<file path="config.mk">
export PLATFORM = sky130hd
export DESIGN_NAME = systolic_commutator
export DESIGN_NICKNAME = d
export VERILOG_FILES = /design/src/rtl/systolic_commutator.sv
export SDC_FILE = /design/constraint.sdc
export NUM_CORES = 1
export LEC_CHECK = 0
export CAP_MARGIN = 15
export CORE_AREA = 2 2 122 124
export DETAILED_ROUTE_END_ITERATION = 6
export DIE_AREA = 0 0 124 126
export DONT_BUFFER_PORTS = 1
export PLACE_DENSITY_LB_ADDON = 0.1
export SYNTH_ARGS = -nofsm -noshare
export SYNTH_HDL_FRONTEND = slang
export SYNTH_SLANG_ARGS = --single-unit
</file>
<file path="constraint.sdc">
create_clock -name clk30x -period 2.7 [get_ports clk30x]
set_clock_uncertainty 0.05 [all_clocks]
set_input_delay 0.54 -clock clk30x [delete_from_list [all_inputs] [get_ports clk30x]]
set_output_delay 0.54 -clock clk30x [all_outputs]
set_load 0.03 [all_outputs]
</file>
<file path="src/rtl/systolic_commutator.sv">
// systolic_commutator: TAPS-deep sample delay line feeding an external PE array.
// PE results are commutated onto one output word in rotation. Tracks line fill,
// enforces a minimum spacing between accepted donext pulses, and flags overruns.
module systolic_commutator #(
  parameter int unsigned WORDLENGTH = 16,
  parameter int unsigned TAPS       = 8,
  parameter int unsigned MIN_GAP    = 18
) (
  input  logic                         clk30x,
  input  logic                         reset,
  input  logic [WORDLENGTH-1:0]        inputword,
  input  logic                         donext,
  input  logic                         clr_overrun,
  output logic [TAPS*WORDLENGTH-1:0]   pe_in,
  input  logic [TAPS*WORDLENGTH-1:0]   pe_out,
  output logic                         pe_donext,
  output logic [WORDLENGTH-1:0]        outputword,
  output logic                         out_strobe,
  output logic                         out_valid,
  output logic [WORDLENGTH-1:0]        inputword_delayed,
  output logic                         overrun
);

  localparam int unsigned IDXW  = (TAPS > 1) ? $clog2(TAPS) : 1;
  localparam int unsigned GAPW  = $clog2(MIN_GAP + 1);
  localparam int unsigned FILLW = $clog2(TAPS + 2);

  logic [TAPS-1:0][WORDLENGTH-1:0] taps_q, taps_d;
  logic [IDXW-1:0]                 widx_q, widx_d;
  logic [GAPW-1:0]                 gap_q, gap_d;
  logic [FILLW-1:0]                fill_q, fill_d;
  logic [WORDLENGTH-1:0]           outword_q, outword_d;
  logic                            strobe_q, strobe_d;
  logic                            valid_q, valid_d;
  logic                            overrun_q, overrun_d;

  logic                            accept_c;
  logic                            reject_c;
  logic [IDXW-1:0]                 sel_c;
  logic [WORDLENGTH-1:0]           sel_word_c;

  // Accept only once the spacing counter has reached the minimum gap.
  assign accept_c  = donext & (gap_q >= GAPW'(MIN_GAP));
  assign reject_c  = donext & ~accept_c;
  assign pe_donext = accept_c;

  // Next PE to commutate; explicit wrap so non-power-of-2 TAPS works.
  assign sel_c = (widx_q == IDXW'(TAPS - 1)) ? '0 : widx_q + IDXW'(1);

  // Constant-index mux over the flat PE result bus.
  always_comb begin
    sel_word_c = '0;
    for (int k = 0; k < int'(TAPS); k++) begin
      if (sel_c == IDXW'(k)) sel_word_c = pe_out[k*WORDLENGTH +: WORDLENGTH];
    end
  end

  // Next-state logic for delay line, commutator, fill, spacing and overrun.
  always_comb begin
    taps_d    = taps_q;
    widx_d    = widx_q;
    gap_d     = gap_q;
    fill_d    = fill_q;
    outword_d = outword_q;
    strobe_d  = 1'b0;
    valid_d   = valid_q;
    overrun_d = overrun_q;

    if (accept_c) begin
      taps_d    = {taps_q[TAPS-2:0], inputword};
      widx_d    = sel_c;
      outword_d = sel_word_c;
      strobe_d  = 1'b1;
      gap_d     = GAPW'(1);
      if (fill_q < FILLW'(TAPS + 1)) fill_d = fill_q + FILLW'(1);
      if (fill_q == FILLW'(TAPS))    valid_d = 1'b1;
    end else if (gap_q < GAPW'(MIN_GAP)) begin
      gap_d = gap_q + GAPW'(1);
    end

    // A rejection in the same cycle as a clear keeps the flag set.
    if (reject_c)         overrun_d = 1'b1;
    else if (clr_overrun) overrun_d = 1'b0;
  end

  // State registers with synchronous reset taking priority over everything.
  always_ff @(posedge clk30x) begin
    if (reset) begin
      taps_q    <= '0;
      widx_q    <= IDXW'(TAPS - 1);
      gap_q     <= GAPW'(MIN_GAP);
      fill_q    <= '0;
      outword_q <= '0;
      strobe_q  <= 1'b0;
      valid_q   <= 1'b0;
      overrun_q <= 1'b0;
    end else begin
      taps_q    <= taps_d;
      widx_q    <= widx_d;
      gap_q     <= gap_d;
      fill_q    <= fill_d;
      outword_q <= outword_d;
      strobe_q  <= strobe_d;
      valid_q   <= valid_d;
      overrun_q <= overrun_d;
    end
  end

  assign pe_in             = taps_q;
  assign inputword_delayed = taps_q[TAPS-1];
  assign outputword        = outword_q;
  assign out_strobe        = strobe_q;
  assign out_valid         = valid_q;
  assign overrun           = overrun_q;

endmodule

</file>
; After elaboration in Yosys (flattened, before gate mapping)
; Index checks and enable logic that the tools add are counted.
[op_classes]
add_sub_neg = 3
order_cmp = 3
n_eq_ne = 9
n_mux = 14
bitwise_logic = 3
n_reduce_logical = 6
[ops]
columns = op, count
row1 = two-way mux 16 bit, 8
row2 = equality test 3 bit (second input constant), 5
row3 = two-way mux 5 bit, 2
row4 = equality test 3 x 2 -> 1 bit (second input constant), 2
row5 = adder 5 x 1 -> 5 bit (second input constant), 1
row6 = >= comparator 5 bit (second input constant), 1
row7 = < comparator 5 bit (second input constant), 1
row8 = adder 4 x 1 -> 4 bit (second input constant), 1
row9 = equality test 4 bit (second input constant), 1
row10 = < comparator 4 bit (second input constant), 1
row11 = AND reduction 2 bit, 2
row12 = nonzero test 2 bit, 2
row13 = adder 3 x 1 -> 3 bit (second input constant), 1
row14 = equality test 3 x 1 -> 1 bit (second input constant), 1
row15 = zero test 3 bit, 1
row16 = two-way mux 1 bit, 3
row17 = two-way mux 3 bit, 1
row18 = AND 1 bit, 2
row19 = OR reduction 2 bit, 1
row20 = NOT 1 bit, 1
[word_totals]
ff_bits = 159
in_bits = 148
output_inout_bits = 164
wordCells = 54

; Depth between registers and ports, before layout
[logic_depth]
ltp_word = 11
ltp_mapped = 9
ltp_nobuf = 7

; Least setup slack after synthesis
; Ideal clock, no wire load.
[synth_timing]
kind = flip-flop to output port
from = register gap_q[1]
to = output pe_donext
t_arrival_ps = 1370
required_ps = 2110
setup_slack_ps = 740
stages_incl_launch_ff = 6
path_buffers = 1
cell_sequence = dfxtp_1 ha_1 o41a_1 nand2_2 inv_2 clkbuf_1
[synth_between]
elab_chain_len = 2
[synth_rtl]
columns = element, line_no
row1 = "start, declared", 30  ; logic [GAPW-1:0] gap_q, gap_d;
row2 = "start signal, assigned", 91  ; gap_q <= GAPW'(MIN_GAP);
row3 = "start signal, assigned", 100  ; gap_q <= gap_d;
row4 = >= comparator 5 bit, 43  ; assign accept_c = donext & (gap_q >= GAPW'(MIN_GAP));
row5 = AND 1 bit, 43
row6 = "end, declared", 16  ; output logic pe_donext,
; No other way between the ends.

; Worst setup path in the final report
[layout_timing]
from = register widx_q[0]
to = register outword_q[8] (netlist: outputword[8])
[layout_between]
elab_chain_len = 11
word_cells_on_any_way = 19
classes_between = add/sub (1) / eq/ne (8) / mux (9) / reduce/logical (1)
[layout_rtl]
columns = element, line_no
row1 = "start, declared", 29  ; logic [IDXW-1:0] widx_q, widx_d;
row2 = "start signal, assigned", 90  ; widx_q <= IDXW'(TAPS - 1);
row3 = "start signal, assigned", 99  ; widx_q <= widx_d;
row4 = adder 3 x 1 -> 3 bit or equality test 3 bit (tied branches), 48  ; assign sel_c = (widx_q == IDXW'(TAPS - 1)) ? '0 : widx_q + IDXW'(1);
row5 = two-way mux 3 bit (*), 48
row6 = zero test 3 bit, 54  ; if (sel_c == IDXW'(k)) sel_word_c = pe_out[k*WORDLENGTH +: WORDLENGTH];
row7 = two-way mux 16 bit (7 in a row), 54
row8 = two-way mux 16 bit (*), 54
row9 = "end signal, assigned", 102  ; outword_q <= outword_d;
row10 = "end, declared", 32  ; logic [WORDLENGTH-1:0] outword_q, outword_d;
; Mark *: on every way between the ends. The rest lies on a longest branch, timed or not.
; A chain may end at the register's enable or synchronous reset.

==> run_results.csv <==
group,metric,value,unit
sta,finalSetupViolCount,0,
sta,finalHoldViolations,0,
clocking,cts_buffer_depth,2,
pwr,finalPower,5930,uW
floorplanning,die_y,126,um
route,avgViaCountPerCell,5.72,
layout,synthToLayoutAreaGrowth,6.41,%
sta,fin_crit,2.41,ns
placed_design,hpwl,12900,um
layout,diodes,0,
clocking,post_cts_buffers,0,
sta,fin_hold_ws,0.178,ns
global_routing,grt_pass1_wl,29600,um
yosys,syn_inst,931,
placed_design,io_buffers,0,
clocking,cts_tree,"done",
floorplanning,fp-row-count,44,
route,first_pass_iters,6,
clocking,clk_pin_slew,0.06,ns
sta,fin_crit_sh,0.893,
global_routing,antenna_found_initial,0,
route,wirelength,19300,um
route,vias,6057,
yosys,syn_avg_cell_area,7.51,um2
layout,drive_gt1_frac,0.0491,
clocking,cts_resized,0,
sta,tns,0,ns
pwr,leakagePower,0.00251,uW
yosys,yosysSeqAreaShare,0.455,
sta,rsz0062_at_grt,"no",
route,post_drt_wl_per_cell,18.2,um
clocking,cts_buffers,17,
yosys,synth_nets,1089,
route,ant_nets,0,
setup_path,worst_setup_path_start_kind,"flop",
global_routing,grt.total_usage,0.240,
floorplanning,core,0.0143,mm2
layout,fin_util,0.520,
job,cap_violations,0,
sta,relSlewSlack,0.506,
sta,tightest_slew,0.731,ns
floorplanning,dieArea,0.0156,mm2
clocking,cts.sinks,159,
pwr,vdd_drop_max,0.000435,V
clocking,cts-root-buf,"clkbuf_16",
run_status,status,"finished, final reports clean",
clocking,htree_levels,4,
setup_path,max_stage_delay,0.65,ns
sta,slew_viol_final,0,
layout,finalNetCount,1022,
yosys,yosys_warnings,0,
setup_path,crit_path_top_delay_cell,"ha_2",
yosys,synth_edf_count,0,
setup_path,arrival,2.68,ns
yosys,synthDistinctLibCells,42,
setup_path,cp-end-kind,"flop",
clocking,clock_latency,0.42,ns
setup_path,crit_fanout,38,
yosys,synth.cell_area,0.00699,mm2
pwr,p_per_area,797,mW/mm2
floorplanning,start_util,0.489,
setup_path,path_cells,"ha_2 > buf_4 > a21oi_1 > a221oi_1 > a2111oi_0 > nor4_1",
route,drcViolationCount,0,
setup_path,worstSetupPathType,"reg -> reg",
floorplanning,die_width,124,um
global_routing,overflow,0,
yosys,async_flop_share,0,
sta,clock.fmax,415,MHz
yosys,synth_ff_type,"dfxtp_1",
hold_path,min_path_type,"in -> reg",
route,drt-initial-drc-count,457,
floorplanning,num_io_pins,312,
clocking,postCtsHoldBufs,0,
yosys,synth-seq-cells,159,
setup_path,required,2.97,ns
global_routing,grt_pass1_vias,5786,
placed_design,gp_congestion,0.919,
global_routing,grt_max_degree,162,
-- per-layer routing --
metal / GRT usage / vias up / wire (um)
li1: - / 2984 / -
met1: 0.294 / 2797 / 8020
met2: 0.372 / 245 / 8760
met3: 0.107 / 31 / 2070
met4: 0.0905 / 0 / 459
met5: 0 / - / 0
-- cell families after synthesis --
family,share of synthesized area
xor gates and xnor gates,0.00376
adders and majority gates,0.0179
muxes,0.00143
buffers and inverters,0.0843
and+or+nand+nor,0.227
DFF,0.455
AOI/OAI and AO/OA,0.210
-- registers in the layout (all words and copies together), names as in the netlist, 3 cells and up --
signal,flops
outputword,16
fill_q,4
pe_in,112
inputword_delayed,16
gap_q,5
widx_q,3
-- area by class of cell --
| type | instances | area, um2 |
|---|---|---|
| clock buffer | 21 | 470 |
| sequential | 159 | 3180 |
| fill | 1417 | 6870 |
| tap | 184 | 230 |
| inverter | 34 | 130 |
| clock inverter | 9 | 86.3 |
| multi-input combinational | 642 | 3230 |
| timing repair buffer | 10 | 113 |
-- cells in the final DEF, fill, tap and decap left out, types with 2 or more instances in the layout --
cell type   Yosys  final
o211ai_1        6      6
ha_1           10      9
nand3b_1       18     18
nand2_1       299    299
o21ai_0        18     18
nor3_1          5      5
dfxtp_1       159    159
nor2b_1        11     11
clkinv_2        0      2
a211o_1         2      2
clkbuf_8        0      3
a221oi_1       21     21
buf_4          18      7
buf_12          0      3
nor2_1         23     23
a2111oi_0      16     16
a21oi_1       165    165
nor4_1         15     15
a41oi_1         2      2
a211oi_1       11     11
clkbuf_16       0     17
clkinvlp_4      0      5
inv_1          33     33
xnor2_1         2      2
-- through the flow --
step                area, um2  setup WS, ns  cells
finish                   7440         0.290   1059
global route             7440        0.0164   1059
CTS                      7440         0.307   1059
detailed placement       6880         0.337   1029
global placement         6880         0.522   1029
floorplan                6990         0.740    931
-- power by group --
| group | switching, uW | leakage [uW] | internal (uW) |
|---|---|---|---|
| combinational | 637 | 0.000965 | 311 |
| sequential | 269 | 0.00129 | 2450 |
| clock | 929 | 0.000259 | 1330 |
| total | 1830 | 0.00251 | 4090 |
-- critical path, delay by kind of cell, from the launching register on --
kind                     cells  cell delay, ns
adder cells (fa/ha/maj)      1            0.65
AO/OA/AOI/OAI                3            0.47
flip-flops                   1            0.43
buffers and inverters        1            0.38
AND/OR/NAND/NOR              1            0.32
-- synth_stat cells (16+ instances only) --
master	n	share of area
nand2_1	299	0.16
a21oi_1	165	0.12
dfxtp_1	159	0.46
clkbuf_1	50	0.027
inv_1	33	0.018
nor2_1	23	0.012
a221oi_1	21	0.026
buf_2	21	0.015
buf_4	18	0.019
nand3b_1	18	0.019
o21ai_0	18	0.013
a2111oi_0	16	0.020
-- final timing paths --
kind              startpoint              to  slack (ns)  cells after the start
setup / recovery   widx_q[0]   outputword[8]        0.29                      6
hold / removal         reset  outputword[10]        0.18                      1
setup reg to reg   widx_q[0]   outputword[8]        0.29                      6
hold reg to reg    widx_q[2]       widx_q[2]        0.43                      2
Power figures use the tool's default switching activity.
